[src/rtl/cache_port_arbiter.sv]
// Round-robin arbiter that shares one cache port among N_REQ requesters and runs the read/write pulse protocol.
// Latency: read or first-pulse write responds 3 cycles after acceptance; each extra write pulse adds 2 cycles.
// Backpressure: one transaction in flight; req_ready is only offered in IDLE. Optional stats under CACHE_ARB_STATS_EN.
module cache_port_arbiter #(
  parameter int ADDR_WIDTH = 8,
  parameter int LINE_WIDTH = 32,
  parameter int N_REQ      = 2,
  parameter int MAX_PROBES = 8
) (
  input  logic                        clock,
  input  logic                        reset,
  input  logic [N_REQ-1:0]            req_valid,
  input  logic [N_REQ-1:0]            req_write,
  input  logic [N_REQ*ADDR_WIDTH-1:0] req_addr,
  input  logic [N_REQ*LINE_WIDTH-1:0] req_wdata,
  output logic [N_REQ-1:0]            req_ready,
  output logic [N_REQ-1:0]            resp_valid,
  output logic                        resp_hit,
  output logic                        resp_err,
  output logic [LINE_WIDTH-1:0]       resp_data,
  output logic [ADDR_WIDTH-1:0]       c_addr,
  output logic [LINE_WIDTH-1:0]       c_val,
  output logic                        c_read,
  output logic                        c_write,
  input  logic                        c_hit,
  input  logic [LINE_WIDTH-1:0]       c_out_val,
  output logic [15:0]                 stat_hits,
  output logic [15:0]                 stat_misses
);

  localparam int GW = (N_REQ > 1) ? $clog2(N_REQ) : 1;
  localparam int PW = $clog2(MAX_PROBES + 1);

  typedef enum logic [2:0] {
    IDLE,
    RD_ISSUE,
    RD_CHECK,
    WR_ISSUE,
    WR_CHECK,
    RESP
  } state_t;

  state_t         state;
  logic [GW-1:0]  rr;
  logic [GW-1:0]  cur_g;
  logic [PW-1:0]  probes;
  logic [GW-1:0]  gnt_idx;
  logic           gnt_any;
  int             cand;

  function automatic logic [N_REQ-1:0] onehot(input logic [GW-1:0] idx);
    logic [N_REQ-1:0] v;
    v      = '0;
    v[idx] = 1'b1;
    return v;
  endfunction

  // Round-robin pick: scan from rr upward with wrap; the candidate closest to rr wins.
  always_comb begin
    gnt_any = 1'b0;
    gnt_idx = rr;
    cand    = 0;
    for (int k = N_REQ - 1; k >= 0; k--) begin
      cand = (int'(rr) + k >= N_REQ) ? (int'(rr) + k - N_REQ) : (int'(rr) + k);
      if (req_valid[GW'(cand)]) begin
        gnt_any = 1'b1;
        gnt_idx = GW'(cand);
      end
    end
  end

  assign req_ready = (state == IDLE && gnt_any) ? onehot(gnt_idx) : '0;

  // Transaction sequencer: accept, pulse the cache, collect the outcome, respond for one cycle.
  always_ff @(posedge clock) begin
    if (reset) begin
      state      <= IDLE;
      rr         <= '0;
      cur_g      <= '0;
      probes     <= '0;
      resp_valid <= '0;
      resp_hit   <= 1'b0;
      resp_err   <= 1'b0;
      resp_data  <= '0;
      c_addr     <= '0;
      c_val      <= '0;
      c_read     <= 1'b0;
      c_write    <= 1'b0;
    end else begin
      case (state)
        IDLE: begin
          if (gnt_any) begin
            cur_g  <= gnt_idx;
            c_addr <= req_addr[gnt_idx*ADDR_WIDTH +: ADDR_WIDTH];
            c_val  <= req_wdata[gnt_idx*LINE_WIDTH +: LINE_WIDTH];
            rr     <= (gnt_idx == GW'(N_REQ - 1)) ? '0 : gnt_idx + 1'b1;
            probes <= '0;
            if (req_write[gnt_idx]) begin
              c_write <= 1'b1;
              state   <= WR_ISSUE;
            end else begin
              c_read <= 1'b1;
              state  <= RD_ISSUE;
            end
          end
        end
        RD_ISSUE: begin
          c_read <= 1'b0;
          state  <= RD_CHECK;
        end
        RD_CHECK: begin
          resp_valid <= onehot(cur_g);
          resp_hit   <= c_hit;
          resp_err   <= 1'b0;
          resp_data  <= c_hit ? c_out_val : '0;
          state      <= RESP;
        end
        WR_ISSUE: begin
          c_write <= 1'b0;
          probes  <= probes + 1'b1;
          state   <= WR_CHECK;
        end
        WR_CHECK: begin
          if (c_hit) begin
            resp_valid <= onehot(cur_g);
            resp_hit   <= 1'b1;
            resp_err   <= 1'b0;
            resp_data  <= '0;
            state      <= RESP;
          end else if (probes == PW'(MAX_PROBES)) begin
            resp_valid <= onehot(cur_g);
            resp_hit   <= 1'b0;
            resp_err   <= 1'b1;
            resp_data  <= '0;
            state      <= RESP;
          end else begin
            // Eviction still in progress inside the cache; pulse again.
            c_write <= 1'b1;
            state   <= WR_ISSUE;
          end
        end
        RESP: begin
          resp_valid <= '0;
          resp_hit   <= 1'b0;
          resp_err   <= 1'b0;
          resp_data  <= '0;
          state      <= IDLE;
        end
        default: state <= IDLE;
      endcase
    end
  end

`ifdef CACHE_ARB_STATS_EN
  logic [15:0] hits_q;
  logic [15:0] misses_q;
  logic        wr_q;
  logic        miss_evt;

  assign miss_evt = (!wr_q && !resp_hit) || (wr_q && probes > PW'(1));

  // Remember the direction of the accepted request for outcome classification.
  always_ff @(posedge clock) begin
    if (reset) begin
      wr_q <= 1'b0;
    end else if (state == IDLE && gnt_any) begin
      wr_q <= req_write[gnt_idx];
    end
  end

  // Saturating outcome counters, updated once per transaction in RESP.
  always_ff @(posedge clock) begin
    if (reset) begin
      hits_q   <= '0;
      misses_q <= '0;
    end else if (state == RESP) begin
      if (resp_hit && hits_q != 16'hFFFF)
        hits_q <= hits_q + 16'd1;
      if (miss_evt && misses_q != 16'hFFFF)
        misses_q <= misses_q + 16'd1;
    end
  end

  assign stat_hits   = hits_q;
  assign stat_misses = misses_q;
`else
  assign stat_hits   = '0;
  assign stat_misses = '0;
`endif

endmodule

[config.mk]
export PLATFORM = sky130hd
export DESIGN_NAME = cache_port_arbiter
export DESIGN_NICKNAME = d
export VERILOG_FILES = /design/src/rtl/cache_port_arbiter.sv
export SDC_FILE = /design/constraint.sdc
export NUM_CORES = 1
export LEC_CHECK = 0
export BUFFER_PORTS_ARGS = -buffer_cell sky130_fd_sc_hd__clkbuf_2
export CORE_MARGIN = 2
export CORE_UTILIZATION = 41
export DETAILED_ROUTE_END_ITERATION = 6
export PLACE_DENSITY = 0.77
export RECOVER_POWER = 100
export SLEW_MARGIN = 20
export SYNTH_ARGS = -nofsm -noshare
export SYNTH_HDL_FRONTEND = slang
export SYNTH_SLANG_ARGS = --single-unit
export TNS_END_PERCENT = 10
[constraint.sdc]
create_clock -name clock -period 4 [get_ports clock]
set_clock_uncertainty 0.05 [all_clocks]
set_input_delay 0.8 -clock clock [delete_from_list [all_inputs] [get_ports clock]]
set_output_delay 0.8 -clock clock [all_outputs]
set_load 0.005 [all_outputs]
==> results of run 1 <==
[metrics by stage]
| stage | setup WS (ns) | area (µm²) |
|---|---|---|
| 2_1_floorplan | 1.72 | 4310 |
| 3_3_place_gp | 1.41 | 5070 |
| 3_5_place_dp | 1.40 | 5070 |
| 4_1_cts | 1.33 | 5240 |
| 5_1_grt | 0.816 | 5160 |
| 6_report | 1.07 | 5160 |
[logic make-up after synthesis]
family | after synthesis | synth area share [%]
AOI/OAI and AO/OA | 56 | 9.79
buffers and inverters | 77 | 11.5
and+or+nand+nor | 141 | 17.9
other | 1 | 0.0895
muxes | 76 | 18.2
xor gates and xnor gates | 2 | 0.418
DFF | 87 | 41.6
adders and majority gates | 2 | 0.597
[routing by layer]
metal / routed length [µm] / part of all wire (%)
met1: 4250 / 42
met2: 4910 / 49
met3: 824 / 8.2
met4: 96 / 0.95
met5: 0 / 0
[cell type report]
| class | count | area (µm²) |
|---|---|---|
| timing repair buffer | 203 | 966 |
| fill | 958 | 4700 |
| clock inverter | 3 | 17.5 |
| multi-input combinational | 309 | 2090 |
| sequential | 87 | 1740 |
| inverter | 5 | 18.8 |
| clock buffer | 13 | 159 |
| tap | 133 | 166 |
[how the worst max path moves through the flow]
stage / from / endpoint / slack, ns
floorplan: req_valid[0] / req_ready[0] / 1.72
global placement: req_valid[0] / req_ready[0] / 1.41
detailed placement: req_valid[0] / req_ready[0] / 1.40
CTS: state[2]$_SDFFE_PP0P_ / req_ready[0] / 1.33
global route: reset / resp_data[28]$_SDFFE_PP0P_ / 0.82
finish: reset / resp_data[11]$_SDFFE_PP0P_ / 1.07
[worst max-delay path, stage by stage]
cell	delay [ns]
clkbuf_1	1.41
buf_4	0.59
nand2b_1	0.17
mux2i_1	0.07
[state kept, by name, indices dropped and copies added, names as in the netlist]
signal / count
c_addr: 8
c_read: 1
c_val: 32
c_write: 1
cur_g: 1
probes: 4
resp_data: 32
resp_err: 1
resp_hit: 1
resp_valid: 2
rr: 1
state: 3
[Yosys cell counts (all sizes together)]
library cell   n  area, µm²
xor2           1       8.76
a2111oi        2       17.5
inv            5       18.8
a21oi          6       30.0
nand3         35        175
or3            1       6.26
o22ai          1       6.26
nor4           1       6.26
ha             2       25.0
nor2b          3       18.8
conb           1       3.75
nand2b        38        238
a21o           1       7.51
clkbuf        22       82.6
dfxtp         87       1740
mux2           1       11.3
nor2          45        169
and3b          1       8.76
nand2          3       11.3
o31a           1       8.76
a32o           1       10.0
nand3b         3       22.5
nand4b         2       17.5
buf           50        380
o211ai         2       15.0
nor3           3       15.0
o21a           1       7.51
xnor2          1       8.76
or4b           2       20.0
nor3b          1       7.51
a211oi        41        308
mux2i         75        751
nor4b          2       23.8
or3b           1       8.76
[power by group]
part           internal, mW  switching (mW)  total (mW)
combinational         0.255           0.270       0.524
clock                 0.259           0.300       0.559
sequential            0.960          0.0800        1.04
total                  1.47           0.650        2.12
==> results.yml, run 1 <==
run_status:
  run_status: "complete, but fails checks"
  violations: "max-capacitance violations, max-slew violations"
floorplan:
  fp.dieArea_um2: 11000
  initial_core_util_pct: 42.5
  die_w_um: 105
  core_area_um2: 9860
  die_y_um: 105
  pin_count: 231
  num_rows: 36
clock_network:
  path_clk_slew_ns: 0.08
  numCtsBuffers: 9
  cts_max_level: 3
  cts_sinks: 87
  clockBufferDepth: 2
  cts_tree: "yes"
  hold_buffers: 0
  ctsResizeCount: 0
  postCtsSetupBuffers: 0
  clock_latency_ns: 0.34
  root_buffer: "clkbuf_8"
power_and_ir_drop:
  leakage_nw: 2.34
  p_per_area_nw_per_um2: 411
  peakVddDrop_v: 0.000197
  power.total_mw: 2.12
critical_path:
  path_class: "in2reg"
  r2r-end: "resp_data[0]$_SDFFE_PP0P_"
  crit_arrival_ns: 3.09
  endpoint_kind: "flip-flop"
  reg2reg_slack_ns: 1.75
  cp-start-kind: "input port"
  worstPathRequired_ns: 4.16
  r2r_cells: 4
  cp_max_fo: 46
  r2r-start: "state[2]$_SDFFE_PP0P_"
min_path:
  holdPathStages: 2
  hp-start: "resp_err$_SDFFE_PP0P_"
  hold_class: "reg2reg"
  holdPathEnd: "resp_err$_SDFFE_PP0P_"
timing:
  worst_pin_slew_ns: 2.02
  hold_slack_ns: 0.426
  fin_crit_sh_pct: 73.3
  slew-limit-headroom_pct: -34.8
  tns_ns: 0
  fmax_mhz: 341
  hold_violations: 0
  drv_slew: 47
  grt_setup_unrepaired: "no"
  setup_viol: 0
  post-route-min-period_ns: 2.93
synthesis:
  synth.yosys.seq_area_share_pct: 41.6
  synthDistinctLibCells: 39
  synth_area_per_cell_um2: 9.48
  synthesis.area_um2: 4190
  ys_warn_count: 0
  ys_ff_latch: 87
  synth_cells: 442
drt:
  dr.pass1.iters: 4
  drt-wirelength-per-cell_um: 13.4
  vias_per_cell: 4.80
  ant_nets: 0
  vias: 3614
  wirelength_um: 10100
  drc_errors: 0
  drt_first_iter_violations: 169
cells_and_area:
  fin_cells: 753
  final_util_pct: 52.3
  antenna_cells: 0
  fin_nets: 736
  layout_commonest_cell: "clkbuf_2"
  synthToLayoutAreaGrowth_pct: 23.2
  drive_gt1_share_pct: 27.7
  layout_common_cells: "clkbuf_2, dfxtp_1, mux2i_1"
placement:
  hpwl_um: 7420
  port_buffers: 197
  placed_cells: 737
  routabilityCongestion: 0.750
global_route:
  met1_usage_pct: 21.1
  overflow: 0
  grt_pass1_wl_um: 16100
  grtUsageMet3_pct: 6.11
  busiest_layer: "met2"
  global_route.usage.total_pct: 18.0
  grt_max_degree: 83
  antenna_found_initial: 0
  grt_pass1_vias: 3375
  grt_use_met2_pct: 30.8
job:
  cap_violations: 1
Power figures use the tool's default switching activity.
==> run 2: changes to the inputs <==
--- a/config.mk
+++ b/config.mk
@@ -7,9 +7,9 @@
 export LEC_CHECK = 0
 export BUFFER_PORTS_ARGS = -buffer_cell sky130_fd_sc_hd__clkbuf_2
 export CORE_MARGIN = 2
-export CORE_UTILIZATION = 41
+export CORE_UTILIZATION = 40
 export DETAILED_ROUTE_END_ITERATION = 6
-export PLACE_DENSITY = 0.77
+export PLACE_DENSITY = 0.78
 export RECOVER_POWER = 100
 export SLEW_MARGIN = 20
 export SYNTH_ARGS = -nofsm -noshare
==> constraint.sdc (replaced) <==
create_clock -name clock -period 2.55 [get_ports clock]
set_clock_uncertainty 0.05 [all_clocks]
set_input_delay 0.51 -clock clock [delete_from_list [all_inputs] [get_ports clock]]
set_output_delay 0.51 -clock clock [all_outputs]
set_load 0.005 [all_outputs]
==> results.yml, run 2 (synthesized netlist as in run 1, its figures left out) <==
critical_path:
  path_buf_inv: 1
  path_class: "reg2out"
  crit_start: "state[0]$_SDFFE_PP0P_"
  cp-start-kind: "flip-flop"
  crit_chain: "or4b_1, nor2_1, clkbuf_2"
  worstPathRequired_ns: 1.99
  endpoint: "req_ready[0]"
  r2r-end: "resp_data[5]$_SDFFE_PP0P_"
  max_stage_delay_ns: 0.68
  slowest_stage: "or4b_1"
  cp.depth: 3
  r2r_cells: 4
  endpoint_kind: "primary output"
  reg2reg_slack_ns: 0.30
  r2r-start: "state[0]$_SDFFE_PP0P_"
  cp_max_fo: 15
  cp_top_family: "simple AND/OR/NAND/NOR gates"
  crit_arrival_ns: 1.76
floorplan:
  die_w_um: 106
  core_area_um2: 10200
  pin_count: 231
  num_rows: 37
  die_y_um: 106
  initial_core_util_pct: 41.0
  fp.dieArea_um2: 11300
power_and_ir_drop:
  switching_share_pct: 28.9
  internal_power_mw: 2.55
  power.switching_mw: 1.04
  comb_power_share_pct: 24.2
  leakage_nw: 2.41
  power.total_mw: 3.58
  clkPwrFrac_pct: 30.8
  seq_power_share_pct: 45.0
  p_per_area_nw_per_um2: 680
  peakVddDrop_v: 0.000421
cells_and_area:
  antenna_cells: 0
  layout_commonest_cell: "clkbuf_2"
  final_area_um2: 5270
  drive_gt1_share_pct: 28.9
  fin_nets: 740
  synthToLayoutAreaGrowth_pct: 25.6
  layout_common_cells: "clkbuf_2, dfxtp_1, mux2i_1"
  fin_cells: 759
  reg_top3: "c_val x32, resp_data x32, c_addr x8"
placement:
  port_buffers: 197
  routabilityCongestion: 0.718
  hpwl_um: 7720
  placed_cells: 744
  dpl_cell_area_um2: 5110
drt:
  dr.pass1.iters: 4
  drt_first_iter_violations: 208
  drc_errors: 0
  drt-wirelength-per-cell_um: 13.6
  wirelength_um: 10300
  ant_nets: 0
  vias_per_cell: 4.89
  vias: 3708
clock_network:
  clock_latency_ns: 0.35
  path_clk_slew_ns: 0.09
  cts_sinks: 87
  cts_tree: "yes"
  clockBufferDepth: 2
  numCtsBuffers: 9
  postCtsSetupBuffers: 0
  cts_max_level: 3
  root_buffer: "clkbuf_8"
  ctsResizeCount: 0
  hold_buffers: 0
global_route:
  antenna_found_initial: 0
  overflow: 0
  grtUsageMet3_pct: 5.64
  grt_pass1_vias: 3570
  global_route.usage.total_pct: 17.7
  grt_max_degree: 51
  grt_pass1_wl_um: 16200
  grt_use_met2_pct: 30.3
  met1_usage_pct: 20.5
  busiest_layer: "met2"
job:
  cap_violations: 0
run_status:
  run_status: "complete, no violations"
timing:
  hold_violations: 0
  tns_ns: 0
  post-route-min-period_ns: 2.32
  setup_viol: 0
  grt_setup_unrepaired: "no"
  slew-limit-headroom_pct: 21.2
  worst_pin_slew_ns: 1.18
  fmax_mhz: 431
  fin_crit_sh_pct: 91.0
  drv_slew: 0
min_path:
  hold_class: "in2reg"
## run 2: through the flow
stage                     worst slack, ns  hold WS, ns  utilization (%)
after CTS                           0.201        0.320             52.2
after global routing                0.135        0.326             51.5
final                               0.229        0.340             51.5
after floorplan                     0.802        0.395                -
after global placement              0.527        0.409             50.0
after detailed placement            0.517        0.419             50.0
## run 2: worst min-delay path by stage
stage,from,end,slack (ns),depth (start not counted)
4_1_cts,c_out_val[19],resp_data[19]$_SDFFE_PP0P_,0.32,3
3_5_place_dp,resp_valid[0]$_SDFFE_PP0P_,resp_valid[0]$_SDFFE_PP0P_,0.42,2
6_report,c_out_val[19],resp_data[19]$_SDFFE_PP0P_,0.34,3
5_1_grt,c_out_val[19],resp_data[19]$_SDFFE_PP0P_,0.33,3
2_1_floorplan,cur_g$_SDFFE_PP0P_,cur_g$_SDFFE_PP0P_,0.39,2
3_3_place_gp,resp_data[29]$_SDFFE_PP0P_,resp_data[29]$_SDFFE_PP0P_,0.41,2
## run 2: power by group through the flow
stage          Sequential, mW  Clock, mW  Combinational, mW
2_1_floorplan            1.62          0              0.649
3_3_place_gp             1.63          0              0.870
3_5_place_dp             1.64          0              0.901
4_1_cts                  1.61       1.13              0.901
5_1_grt                  1.63       1.20              0.959
6_report                 1.61       1.10              0.868
## run 2: cell type report
| class | count | area (µm²) |
|---|---|---|
| fillers | 977 | 4970 |
| multi-input cells | 309 | 2110 |
| flip-flops and latches | 87 | 1740 |
| repair buffers | 207 | 996 |
| well taps | 136 | 170 |
| clock buffers | 12 | 165 |
| clock inverters | 3 | 65.1 |
| inverters | 5 | 18.8 |
## run 2: layer usage
metal / wire (µm) / vias to the layer above
met1: 4340 / 1707
met2: 4970 / 162
met4: 82 / 0
li1: - / 1832
met3: 897 / 7
met5: 0 / -
## run 2: worst reg2reg max path, delay by kind of cell (launching register included)
| kind | cells | cell delay [ns] |
|---|---|---|
| and+or+nand+nor | 1 | 0.63 |
| DFF | 1 | 0.48 |
| muxes | 1 | 0.28 |
| AOI/OAI and AO/OA | 1 | 0.16 |
| buffers and inverters | 1 | 0.57 |
